$ cat src/rtl/axi_reg_pipe_if.sv
// AXI interface carrying the five channels used by the register pipe.
// Only the fields that the pipe forwards are present.
interface axi_if #(
    parameter int ADDR_WIDTH   = 32,
    parameter int DATA_WIDTH   = 32,
    parameter int STROBE_WIDTH = DATA_WIDTH / 8,
    parameter int USER_WIDTH   = 4
);
    logic [ADDR_WIDTH-1:0]   awaddr;
    logic [7:0]              awlen;
    logic                    awvalid;
    logic                    awready;

    logic [DATA_WIDTH-1:0]   wdata;
    logic [STROBE_WIDTH-1:0] wstrb;
    logic                    wlast;
    logic [USER_WIDTH-1:0]   wuser;
    logic                    wvalid;
    logic                    wready;

    logic [1:0]              bresp;
    logic [USER_WIDTH-1:0]   buser;
    logic                    bvalid;
    logic                    bready;

    logic [ADDR_WIDTH-1:0]   araddr;
    logic [7:0]              arlen;
    logic                    arvalid;
    logic                    arready;

    logic [DATA_WIDTH-1:0]   rdata;
    logic [1:0]              rresp;
    logic                    rlast;
    logic [USER_WIDTH-1:0]   ruser;
    logic                    rvalid;
    logic                    rready;

    modport master (
        output awaddr, awlen, awvalid, input awready,
        output wdata, wstrb, wlast, wuser, wvalid, input wready,
        input bresp, buser, bvalid, output bready,
        output araddr, arlen, arvalid, input arready,
        input rdata, rresp, rlast, ruser, rvalid, output rready
    );

    modport slave (
        input awaddr, awlen, awvalid, output awready,
        input wdata, wstrb, wlast, wuser, wvalid, output wready,
        output bresp, buser, bvalid, input bready,
        input araddr, arlen, arvalid, output arready,
        output rdata, rresp, rlast, ruser, rvalid, input rready
    );
endinterface

$ cat src/rtl/axi_reg_pipe.sv
// Configurable per-channel register pipeline between two AXI ports.
// Each channel is bypassed, forward-registered or full-skid, STAGES slices deep.

module axi_fwd_stage #(
    parameter int WIDTH = 8
) (
    input  logic             clk,
    input  logic             rst,
    input  logic             in_valid,
    output logic             in_ready,
    input  logic [WIDTH-1:0] in_data,
    output logic             out_valid,
    input  logic             out_ready,
    output logic [WIDTH-1:0] out_data,
    output logic             empty
);
    logic             vld_q, vld_d;
    logic [WIDTH-1:0] data_q, data_d;
    logic             load;

    always_comb begin
        in_ready = !vld_q || out_ready;
        load     = in_valid && in_ready;
        vld_d    = vld_q;
        data_d   = data_q;
        if (load) begin
            vld_d  = 1'b1;
            data_d = in_data;
        end else if (out_ready) begin
            vld_d = 1'b0;
        end
    end

    always_ff @(posedge clk) begin
        data_q <= data_d;
        if (rst) begin
            vld_q <= 1'b0;
        end else begin
            vld_q <= vld_d;
        end
    end

    assign out_valid = vld_q;
    assign out_data  = data_q;
    assign empty     = !vld_q;
endmodule

module axi_skid_stage #(
    parameter int WIDTH = 8
) (
    input  logic             clk,
    input  logic             rst,
    input  logic             in_valid,
    output logic             in_ready,
    input  logic [WIDTH-1:0] in_data,
    output logic             out_valid,
    input  logic             out_ready,
    output logic [WIDTH-1:0] out_data,
    output logic             empty
);
    typedef enum logic [1:0] {EMPTY, ONE, TWO} state_e;

    state_e           state_q, state_d;
    logic [WIDTH-1:0] main_q, main_d;
    logic [WIDTH-1:0] skid_q, skid_d;
    logic             in_ready_q, in_ready_d;
    logic             in_fire, out_fire;

    always_comb begin
        in_fire  = in_valid && in_ready_q;
        out_fire = (state_q != EMPTY) && out_ready;
        state_d  = state_q;
        main_d   = main_q;
        skid_d   = skid_q;
        case (state_q)
            EMPTY: begin
                if (in_fire) begin
                    main_d  = in_data;
                    state_d = ONE;
                end
            end
            ONE: begin
                if (in_fire && out_fire) begin
                    main_d = in_data;
                end else if (in_fire) begin
                    skid_d  = in_data;
                    state_d = TWO;
                end else if (out_fire) begin
                    state_d = EMPTY;
                end
            end
            TWO: begin
                // in_ready is low here, so only the drain case exists
                if (out_fire) begin
                    main_d  = skid_q;
                    state_d = ONE;
                end
            end
            default: state_d = EMPTY;
        endcase
        in_ready_d = (state_d != TWO);
    end

    always_ff @(posedge clk) begin
        main_q <= main_d;
        skid_q <= skid_d;
        if (rst) begin
            state_q    <= EMPTY;
            in_ready_q <= 1'b0;
        end else begin
            state_q    <= state_d;
            in_ready_q <= in_ready_d;
        end
    end

    assign in_ready  = in_ready_q;
    assign out_valid = (state_q != EMPTY);
    assign out_data  = main_q;
    assign empty     = (state_q == EMPTY);
endmodule

module axi_slice_chain #(
    parameter int WIDTH  = 8,
    parameter int MODE   = 2,
    parameter int STAGES = 1
) (
    input  logic             clk,
    input  logic             rst,
    input  logic             in_valid,
    output logic             in_ready,
    input  logic [WIDTH-1:0] in_data,
    output logic             out_valid,
    input  logic             out_ready,
    output logic [WIDTH-1:0] out_data,
    output logic             empty
);
    logic [STAGES:0]   vld;
    logic [STAGES:0]   rdy;
    logic [WIDTH-1:0]  dat [STAGES+1];
    logic [STAGES-1:0] stage_empty;

    assign vld[0]      = in_valid;
    assign dat[0]      = in_data;
    assign in_ready    = rdy[0];
    assign out_valid   = vld[STAGES];
    assign out_data    = dat[STAGES];
    assign rdy[STAGES] = out_ready;
    assign empty       = &stage_empty;

    for (genvar k = 0; k < STAGES; k++) begin : g_stage
        if (MODE == 1) begin : g_fwd
            axi_fwd_stage #(.WIDTH(WIDTH)) u_stage (
                .clk(clk), .rst(rst),
                .in_valid(vld[k]), .in_ready(rdy[k]), .in_data(dat[k]),
                .out_valid(vld[k+1]), .out_ready(rdy[k+1]), .out_data(dat[k+1]),
                .empty(stage_empty[k])
            );
        end else begin : g_skid
            axi_skid_stage #(.WIDTH(WIDTH)) u_stage (
                .clk(clk), .rst(rst),
                .in_valid(vld[k]), .in_ready(rdy[k]), .in_data(dat[k]),
                .out_valid(vld[k+1]), .out_ready(rdy[k+1]), .out_data(dat[k+1]),
                .empty(stage_empty[k])
            );
        end
    end
endmodule

module axi_reg_pipe #(
    parameter int STAGES  = 1,
    parameter int AW_MODE = 2,
    parameter int W_MODE  = 2,
    parameter int B_MODE  = 1,
    parameter int AR_MODE = 2,
    parameter int R_MODE  = 2
) (
    input  logic  clk,
    input  logic  rst,
    axi_if.slave  s_axi,
    axi_if.master m_axi,
    output logic  idle
);
    localparam int AW_W = $bits(s_axi.awlen) + $bits(s_axi.awaddr);
    localparam int W_W  = $bits(s_axi.wuser) + 1 + $bits(s_axi.wstrb) + $bits(s_axi.wdata);
    localparam int B_W  = $bits(s_axi.buser) + $bits(s_axi.bresp);
    localparam int AR_W = $bits(s_axi.arlen) + $bits(s_axi.araddr);
    localparam int R_W  = $bits(s_axi.ruser) + $bits(s_axi.rresp) + 1 + $bits(s_axi.rdata);

    logic [AW_W-1:0] aw_in, aw_out;
    logic [W_W-1:0]  w_in, w_out;
    logic [B_W-1:0]  b_in, b_out;
    logic [AR_W-1:0] ar_in, ar_out;
    logic [R_W-1:0]  r_in, r_out;
    logic [4:0]      ch_empty;

    assign aw_in = {s_axi.awlen, s_axi.awaddr};
    assign {m_axi.awlen, m_axi.awaddr} = aw_out;
    assign w_in  = {s_axi.wuser, s_axi.wlast, s_axi.wstrb, s_axi.wdata};
    assign {m_axi.wuser, m_axi.wlast, m_axi.wstrb, m_axi.wdata} = w_out;
    assign b_in  = {m_axi.buser, m_axi.bresp};
    assign {s_axi.buser, s_axi.bresp} = b_out;
    assign ar_in = {s_axi.arlen, s_axi.araddr};
    assign {m_axi.arlen, m_axi.araddr} = ar_out;
    assign r_in  = {m_axi.ruser, m_axi.rresp, m_axi.rlast, m_axi.rdata};
    assign {s_axi.ruser, s_axi.rresp, s_axi.rlast, s_axi.rdata} = r_out;

    if (AW_MODE == 0) begin : g_aw_bypass
        assign m_axi.awvalid = s_axi.awvalid;
        assign s_axi.awready = m_axi.awready;
        assign aw_out        = aw_in;
        assign ch_empty[0]   = 1'b1;
    end else begin : g_aw
        axi_slice_chain #(.WIDTH(AW_W), .MODE(AW_MODE), .STAGES(STAGES)) u_chain (
            .clk(clk), .rst(rst),
            .in_valid(s_axi.awvalid), .in_ready(s_axi.awready), .in_data(aw_in),
            .out_valid(m_axi.awvalid), .out_ready(m_axi.awready), .out_data(aw_out),
            .empty(ch_empty[0])
        );
    end

    if (W_MODE == 0) begin : g_w_bypass
        assign m_axi.wvalid = s_axi.wvalid;
        assign s_axi.wready = m_axi.wready;
        assign w_out        = w_in;
        assign ch_empty[1]  = 1'b1;
    end else begin : g_w
        axi_slice_chain #(.WIDTH(W_W), .MODE(W_MODE), .STAGES(STAGES)) u_chain (
            .clk(clk), .rst(rst),
            .in_valid(s_axi.wvalid), .in_ready(s_axi.wready), .in_data(w_in),
            .out_valid(m_axi.wvalid), .out_ready(m_axi.wready), .out_data(w_out),
            .empty(ch_empty[1])
        );
    end

    // Response channels run downstream-to-upstream
    if (B_MODE == 0) begin : g_b_bypass
        assign s_axi.bvalid = m_axi.bvalid;
        assign m_axi.bready = s_axi.bready;
        assign b_out        = b_in;
        assign ch_empty[2]  = 1'b1;
    end else begin : g_b
        axi_slice_chain #(.WIDTH(B_W), .MODE(B_MODE), .STAGES(STAGES)) u_chain (
            .clk(clk), .rst(rst),
            .in_valid(m_axi.bvalid), .in_ready(m_axi.bready), .in_data(b_in),
            .out_valid(s_axi.bvalid), .out_ready(s_axi.bready), .out_data(b_out),
            .empty(ch_empty[2])
        );
    end

    if (AR_MODE == 0) begin : g_ar_bypass
        assign m_axi.arvalid = s_axi.arvalid;
        assign s_axi.arready = m_axi.arready;
        assign ar_out        = ar_in;
        assign ch_empty[3]   = 1'b1;
    end else begin : g_ar
        axi_slice_chain #(.WIDTH(AR_W), .MODE(AR_MODE), .STAGES(STAGES)) u_chain (
            .clk(clk), .rst(rst),
            .in_valid(s_axi.arvalid), .in_ready(s_axi.arready), .in_data(ar_in),
            .out_valid(m_axi.arvalid), .out_ready(m_axi.arready), .out_data(ar_out),
            .empty(ch_empty[3])
        );
    end

    if (R_MODE == 0) begin : g_r_bypass
        assign s_axi.rvalid = m_axi.rvalid;
        assign m_axi.rready = s_axi.rready;
        assign r_out        = r_in;
        assign ch_empty[4]  = 1'b1;
    end else begin : g_r
        axi_slice_chain #(.WIDTH(R_W), .MODE(R_MODE), .STAGES(STAGES)) u_chain (
            .clk(clk), .rst(rst),
            .in_valid(m_axi.rvalid), .in_ready(m_axi.rready), .in_data(r_in),
            .out_valid(s_axi.rvalid), .out_ready(s_axi.rready), .out_data(r_out),
            .empty(ch_empty[4])
        );
    end

    assign idle = &ch_empty;
endmodule

$ cat src/flat_wrapper.sv
// flat-port wrapper written by rule: the top's interface ports become plain ports
module axi_reg_pipe_flat 
#(
    parameter int STAGES  = 1,
    parameter int AW_MODE = 2,
    parameter int W_MODE  = 2,
    parameter int B_MODE  = 1,
    parameter int AR_MODE = 2,
    parameter int R_MODE  = 2
)
  (clk, rst, idle, s_axi_awaddr, s_axi_awlen, s_axi_awvalid, s_axi_awready, s_axi_wdata, s_axi_wstrb, s_axi_wlast, s_axi_wuser, s_axi_wvalid, s_axi_wready, s_axi_bresp, s_axi_buser, s_axi_bvalid, s_axi_bready, s_axi_araddr, s_axi_arlen, s_axi_arvalid, s_axi_arready, s_axi_rdata, s_axi_rresp, s_axi_rlast, s_axi_ruser, s_axi_rvalid, s_axi_rready, m_axi_awaddr, m_axi_awlen, m_axi_awvalid, m_axi_awready, m_axi_wdata, m_axi_wstrb, m_axi_wlast, m_axi_wuser, m_axi_wvalid, m_axi_wready, m_axi_bresp, m_axi_buser, m_axi_bvalid, m_axi_bready, m_axi_araddr, m_axi_arlen, m_axi_arvalid, m_axi_arready, m_axi_rdata, m_axi_rresp, m_axi_rlast, m_axi_ruser, m_axi_rvalid, m_axi_rready);
  axi_if #(.ADDR_WIDTH(32), .DATA_WIDTH(32), .STROBE_WIDTH(4), .USER_WIDTH(4)) s_axi_i ();
  axi_if #(.ADDR_WIDTH(32), .DATA_WIDTH(32), .STROBE_WIDTH(4), .USER_WIDTH(4)) m_axi_i ();
  input  logic clk;
  input  logic rst;
  output logic idle;
  input wire logic [$bits(s_axi_i.awaddr)-1:0] s_axi_awaddr;
  input wire logic [$bits(s_axi_i.awlen)-1:0] s_axi_awlen;
  input wire logic [$bits(s_axi_i.awvalid)-1:0] s_axi_awvalid;
  output wire logic [$bits(s_axi_i.awready)-1:0] s_axi_awready;
  input wire logic [$bits(s_axi_i.wdata)-1:0] s_axi_wdata;
  input wire logic [$bits(s_axi_i.wstrb)-1:0] s_axi_wstrb;
  input wire logic [$bits(s_axi_i.wlast)-1:0] s_axi_wlast;
  input wire logic [$bits(s_axi_i.wuser)-1:0] s_axi_wuser;
  input wire logic [$bits(s_axi_i.wvalid)-1:0] s_axi_wvalid;
  output wire logic [$bits(s_axi_i.wready)-1:0] s_axi_wready;
  output wire logic [$bits(s_axi_i.bresp)-1:0] s_axi_bresp;
  output wire logic [$bits(s_axi_i.buser)-1:0] s_axi_buser;
  output wire logic [$bits(s_axi_i.bvalid)-1:0] s_axi_bvalid;
  input wire logic [$bits(s_axi_i.bready)-1:0] s_axi_bready;
  input wire logic [$bits(s_axi_i.araddr)-1:0] s_axi_araddr;
  input wire logic [$bits(s_axi_i.arlen)-1:0] s_axi_arlen;
  input wire logic [$bits(s_axi_i.arvalid)-1:0] s_axi_arvalid;
  output wire logic [$bits(s_axi_i.arready)-1:0] s_axi_arready;
  output wire logic [$bits(s_axi_i.rdata)-1:0] s_axi_rdata;
  output wire logic [$bits(s_axi_i.rresp)-1:0] s_axi_rresp;
  output wire logic [$bits(s_axi_i.rlast)-1:0] s_axi_rlast;
  output wire logic [$bits(s_axi_i.ruser)-1:0] s_axi_ruser;
  output wire logic [$bits(s_axi_i.rvalid)-1:0] s_axi_rvalid;
  input wire logic [$bits(s_axi_i.rready)-1:0] s_axi_rready;
  output wire logic [$bits(m_axi_i.awaddr)-1:0] m_axi_awaddr;
  output wire logic [$bits(m_axi_i.awlen)-1:0] m_axi_awlen;
  output wire logic [$bits(m_axi_i.awvalid)-1:0] m_axi_awvalid;
  input wire logic [$bits(m_axi_i.awready)-1:0] m_axi_awready;
  output wire logic [$bits(m_axi_i.wdata)-1:0] m_axi_wdata;
  output wire logic [$bits(m_axi_i.wstrb)-1:0] m_axi_wstrb;
  output wire logic [$bits(m_axi_i.wlast)-1:0] m_axi_wlast;
  output wire logic [$bits(m_axi_i.wuser)-1:0] m_axi_wuser;
  output wire logic [$bits(m_axi_i.wvalid)-1:0] m_axi_wvalid;
  input wire logic [$bits(m_axi_i.wready)-1:0] m_axi_wready;
  input wire logic [$bits(m_axi_i.bresp)-1:0] m_axi_bresp;
  input wire logic [$bits(m_axi_i.buser)-1:0] m_axi_buser;
  input wire logic [$bits(m_axi_i.bvalid)-1:0] m_axi_bvalid;
  output wire logic [$bits(m_axi_i.bready)-1:0] m_axi_bready;
  output wire logic [$bits(m_axi_i.araddr)-1:0] m_axi_araddr;
  output wire logic [$bits(m_axi_i.arlen)-1:0] m_axi_arlen;
  output wire logic [$bits(m_axi_i.arvalid)-1:0] m_axi_arvalid;
  input wire logic [$bits(m_axi_i.arready)-1:0] m_axi_arready;
  input wire logic [$bits(m_axi_i.rdata)-1:0] m_axi_rdata;
  input wire logic [$bits(m_axi_i.rresp)-1:0] m_axi_rresp;
  input wire logic [$bits(m_axi_i.rlast)-1:0] m_axi_rlast;
  input wire logic [$bits(m_axi_i.ruser)-1:0] m_axi_ruser;
  input wire logic [$bits(m_axi_i.rvalid)-1:0] m_axi_rvalid;
  output wire logic [$bits(m_axi_i.rready)-1:0] m_axi_rready;
  assign s_axi_i.awaddr = s_axi_awaddr;
  assign s_axi_i.awlen = s_axi_awlen;
  assign s_axi_i.awvalid = s_axi_awvalid;
  assign s_axi_awready = s_axi_i.awready;
  assign s_axi_i.wdata = s_axi_wdata;
  assign s_axi_i.wstrb = s_axi_wstrb;
  assign s_axi_i.wlast = s_axi_wlast;
  assign s_axi_i.wuser = s_axi_wuser;
  assign s_axi_i.wvalid = s_axi_wvalid;
  assign s_axi_wready = s_axi_i.wready;
  assign s_axi_bresp = s_axi_i.bresp;
  assign s_axi_buser = s_axi_i.buser;
  assign s_axi_bvalid = s_axi_i.bvalid;
  assign s_axi_i.bready = s_axi_bready;
  assign s_axi_i.araddr = s_axi_araddr;
  assign s_axi_i.arlen = s_axi_arlen;
  assign s_axi_i.arvalid = s_axi_arvalid;
  assign s_axi_arready = s_axi_i.arready;
  assign s_axi_rdata = s_axi_i.rdata;
  assign s_axi_rresp = s_axi_i.rresp;
  assign s_axi_rlast = s_axi_i.rlast;
  assign s_axi_ruser = s_axi_i.ruser;
  assign s_axi_rvalid = s_axi_i.rvalid;
  assign s_axi_i.rready = s_axi_rready;
  assign m_axi_awaddr = m_axi_i.awaddr;
  assign m_axi_awlen = m_axi_i.awlen;
  assign m_axi_awvalid = m_axi_i.awvalid;
  assign m_axi_i.awready = m_axi_awready;
  assign m_axi_wdata = m_axi_i.wdata;
  assign m_axi_wstrb = m_axi_i.wstrb;
  assign m_axi_wlast = m_axi_i.wlast;
  assign m_axi_wuser = m_axi_i.wuser;
  assign m_axi_wvalid = m_axi_i.wvalid;
  assign m_axi_i.wready = m_axi_wready;
  assign m_axi_i.bresp = m_axi_bresp;
  assign m_axi_i.buser = m_axi_buser;
  assign m_axi_i.bvalid = m_axi_bvalid;
  assign m_axi_bready = m_axi_i.bready;
  assign m_axi_araddr = m_axi_i.araddr;
  assign m_axi_arlen = m_axi_i.arlen;
  assign m_axi_arvalid = m_axi_i.arvalid;
  assign m_axi_i.arready = m_axi_arready;
  assign m_axi_i.rdata = m_axi_rdata;
  assign m_axi_i.rresp = m_axi_rresp;
  assign m_axi_i.rlast = m_axi_rlast;
  assign m_axi_i.ruser = m_axi_ruser;
  assign m_axi_i.rvalid = m_axi_rvalid;
  assign m_axi_rready = m_axi_i.rready;
  axi_reg_pipe #(.STAGES(STAGES), .AW_MODE(AW_MODE), .W_MODE(W_MODE), .B_MODE(B_MODE), .AR_MODE(AR_MODE), .R_MODE(R_MODE)) u_core (.clk(clk), .rst(rst), .s_axi(s_axi_i), .m_axi(m_axi_i), .idle(idle));
endmodule
$ cat config.mk
export PLATFORM = sky130hd
export DESIGN_NAME = axi_reg_pipe_flat
export DESIGN_NICKNAME = d
export VERILOG_FILES = /design/src/rtl/axi_reg_pipe_if.sv /design/src/rtl/axi_reg_pipe.sv /design/src/flat_wrapper.sv
export SDC_FILE = /design/constraint.sdc
export NUM_CORES = 1
export LEC_CHECK = 0
export ABC_AREA = 1
export CELL_PAD_IN_SITES_DETAIL_PLACEMENT = 0
export CELL_PAD_IN_SITES_GLOBAL_PLACEMENT = 1
export CORE_ASPECT_RATIO = 0.7
export CORE_MARGIN = 5
export CORE_UTILIZATION = 35
export CTS_BUF_LIST = sky130_fd_sc_hd__clkbuf_16
export CTS_CLUSTER_DIAMETER = 120
export CTS_CLUSTER_SIZE = 30
export DETAILED_ROUTE_END_ITERATION = 7
export PLACE_DENSITY = 0.73
export SETUP_SLACK_MARGIN = 0.2
export SLEW_MARGIN = 25
export SYNTH_ARGS = -nofsm -noshare
export SYNTH_HDL_FRONTEND = slang
export SYNTH_HIERARCHICAL = 1
export SYNTH_SLANG_ARGS = --single-unit
export TNS_END_PERCENT = 100
$ cat constraint.sdc
create_clock -name clk -period 7 [get_ports clk]
set_input_delay 1.4 -clock clk [delete_from_list [all_inputs] [get_ports clk]]
set_output_delay 1.4 -clock clk [all_outputs]
set_load 0.01 [all_outputs]
==> flow_summary_export.csv <==
group,metric,value,unit
place,gp_congestion,0.773,
clock_network,postCtsSetupBuffers,0,
clock_network,tritoncts,"built",
finish,instances_no_fill,1791,
synth,ys_warn_count,6,
sta,grt_setup_unrepaired,"false",
worst_hold_path,hold_depth,2,
synth,ys_ff_latch,339,
synth,yosysMostFrequentCell,"nand2_1",
synth,synth_edf_count,326,
synth,synth_area,12700,um2
floorplan,fp.dieArea,40300,um2
sta,clock.fmax,0.256,GHz
critical_path,cp.arrival,2.51,ns
clock_network,cts_buffers,15,
critical_path,cp_common_cell,"clkdlybuf4s50_1",
place,io_buffers,354,
floorplan,start_util,0.354,
clock_network,clockRootBuffer,"clkbuf_16",
clock_network,h-tree-depth,1,
synth,syn-instance-count,963,
power,power_density,216,nW/um2
synth,yosys.area.top_type,"edfxtp_1",
sta,final-setup-viol-count,0,
synth,synth.avg_cell_area,13.2,um2
grt,grt_first_pass_wirelength,47200,um
critical_path,cp_max_fo,2,
detailed_routing,wl_per_cell,17.8,um
finish,final_util,0.477,
detailed_routing,vias,8049,
floorplan,placementRows,58,
synth,yosysSeqAreaShare,0.790,
detailed_routing,dr.first_iter.drc_count,620,
synth,synth_common_cells,"nand2_1 (429), edfxtp_1 (326), nand3_1 (84)",
status,status,"finished, final reports clean",
worst_hold_path,hp-class,"register to register",
detailed_routing,antenna_left,0,
clock_network,worstSkewPairLatency,0.51,ns
grt,grt_max_degree,48,
grt,track_usage,0.149,
finish,drive_gt1_frac,0.0397,
critical_path,cp-end-kind,"output pin",
sta,relSlewSlack,0.341,
sta,clock_skew,0.0309,ns
critical_path,reg2reg_depth,5,
synth,synth.net_count,1141,
clock_network,cts.repair.resized,0,
finish,regArea,10000,um2
detailed_routing,viasPerCell,4.49,
critical_path,required,5.60,ns
clock_network,path_clk_slew,0.12,ns
critical_path,slowest_delay,0.53,ns
critical_path,critPathLaunchType,"primary input",
synth,ys_types,24,
place,placed_cells,1765,
detailed_routing,routed_wl,31900,um
sta,setup_tns,0,ns
finish,multi_input_area,2320,um2
grt,grt_pass1_vias,7775,
flow_run,drv_cap,0,
finish,fin_nets,1480,
detailed_routing,dr.pass1.iters,7,
floorplan,dieHeight,169,um
synth,ys.flop_type,"edfxtp_1",
clock_network,cts_hold_buf,0,
critical_path,worstPathCellList,"clkdlybuf4s50_1 > inv_1 > nand2_2 > clkdlybuf4s50_1",
critical_path,crit_type,"primary input to output pin",
detailed_routing,drcViolationCount,0,
grt,grt_antenna_before_repair,5,
sta,final.period_utilization,0.558,
sta,layout_setup_ws,3.09,ns
sta,report.final.slew_viol_count,0,
floorplan,core-area,35900,um2
power,ir_drop,0.150,mV
synth,synth_top_area_frac,0.770,
place,dp_worst_setup_slack,3.09,ns
sta,layout_min_cycle_time,3.91,ns
finish,fillerInstances,3216,
sta,whs,0.490,ns
critical_path,cp_slowest_cell,"clkdlybuf4s50_1",
grt,overflow,0,
sta,worst_pin_slew,0.986,ns
clock_network,clkSinkCount,339,
synth,yosys-top-cells-area,"edfxtp_1 (77%), nand2_1 (13%), nand3_1 (3.3%)",
power,total_leakage_power,0.00641,uW
finish,area_growth,34.8,%
floorplan,pin_count,355,
floorplan,dieWidth,238,um
sta,hold_viol_final,0,
place,dp_hpwl,21700,um
clock_network,clockBufferDepth,3,
synth,synthArstFlopShare,0,
==> routing by layer <==
| layer | up-vias | GRT usage | routed length (um) | share of wire |
|---|---|---|---|---|
| met4 | 8 | 0.0314 | 661 | 0.021 |
| met2 | 265 | 0.238 | 14800 | 0.46 |
| met3 | 38 | 0.0408 | 2260 | 0.071 |
| met5 | - | 0 | 68 | 0.0021 |
| li1 | 3952 | - | - | - |
| met1 | 3786 | 0.208 | 14100 | 0.44 |
==> flip-flops by register name, summed over array words and instances (netlist names) <==
register                                             cells
u_core/g_b.u_chain/g_stage.g_fwd.u_stage/out_data        6
u_core/g_r.u_chain/g_stage.g_skid.u_stage/in_ready       1
u_core/g_w.u_chain/g_stage.g_skid.u_stage/state_q        2
u_core/g_ar.u_chain/g_stage.g_skid.u_stage/skid_q       40
u_core/g_r.u_chain/g_stage.g_skid.u_stage/skid_q        39
u_core/g_ar.u_chain/g_stage.g_skid.u_stage/state_q       2
u_core/g_w.u_chain/g_stage.g_skid.u_stage/in_ready       1
u_core/g_aw.u_chain/g_stage.g_skid.u_stage/in_ready      1
u_core/g_w.u_chain/g_stage.g_skid.u_stage/out_data      41
u_core/g_ar.u_chain/g_stage.g_skid.u_stage/out_data     40
u_core/g_r.u_chain/g_stage.g_skid.u_stage/out_data      39
u_core/g_ar.u_chain/g_stage.g_skid.u_stage/in_ready      1
u_core/g_aw.u_chain/g_stage.g_skid.u_stage/state_q       2
u_core/g_r.u_chain/g_stage.g_skid.u_stage/state_q        2
u_core/g_aw.u_chain/g_stage.g_skid.u_stage/out_data     40
u_core/g_aw.u_chain/g_stage.g_skid.u_stage/skid_q       40
u_core/g_b.u_chain/g_stage.g_fwd.u_stage/out_valid       1
u_core/g_w.u_chain/g_stage.g_skid.u_stage/skid_q        41
==> cells by family after synthesis <==
family | Yosys count | synth area share
AND/OR/NAND/NOR | 542 | 0.174
buffers and inverters | 69 | 0.0300
AO/OA/AOI/OAI | 13 | 0.00600
flip-flops | 339 | 0.790
==> layout make-up <==
class,count,share of cell area
multi-input cells,555,0.136
inverters,27,0.00606
diodes,1,0.000146
clock buffers,15,0.0219
repair buffers,364,0.211
clock inverters,10,0.00372
well taps,480,0.0350
flip-flops and latches,339,0.586
==> report_power, final <==
group,internal [uW],switching (uW)
Clock,406,612
Combinational,198,169
Sequential,2300,21.6
Total,2900,803
==> worst max-delay path, delay by kind of cell <==
| family | cells | cell delay (ns) |
|---|---|---|
| simple gates | 1 | 0.06 |
| buf+inv | 3 | 1.03 |
==> cell usage in the layout, fill, tap and decap left out, types with 2 or more instances in the layout <==
| cell | Yosys | final |
|---|---|---|
| a21oi_1 | 8 | 7 |
| a21oi_4 | 0 | 3 |
| buf_4 | 14 | 10 |
| clkbuf_16 | 0 | 15 |
| clkdlybuf4s50_1 | 0 | 354 |
| dfxtp_1 | 13 | 13 |
| edfxtp_1 | 326 | 326 |
| inv_1 | 20 | 28 |
| inv_2 | 6 | 6 |
| nand2_1 | 429 | 429 |
| nand2_2 | 4 | 4 |
| nand2_4 | 2 | 2 |
| nand3_1 | 84 | 84 |
| nand3b_1 | 2 | 2 |
| nor2_1 | 11 | 11 |
| nor2_2 | 4 | 4 |
| nor2_4 | 2 | 2 |
| nor3_2 | 1 | 2 |
| o21ai_0 | 2 | 2 |
==> worst paths after layout <==
kind	from	to	slack, ns
max	s_axi_bready	m_axi_bready	3.09
min	register	register	0.49
min reg2reg	register	register	0.49
max reg2reg	register	register	3.91
==> metrics by stage <==
step	power, uW	area (um2)
4_1_cts	3760	17100
3_3_place_gp	2730	16700
2_1_floorplan	2480	12700
6_report	3700	17100
5_1_grt	3870	17100
3_5_place_dp	2740	16700
(Power assumes the default switching activity.)
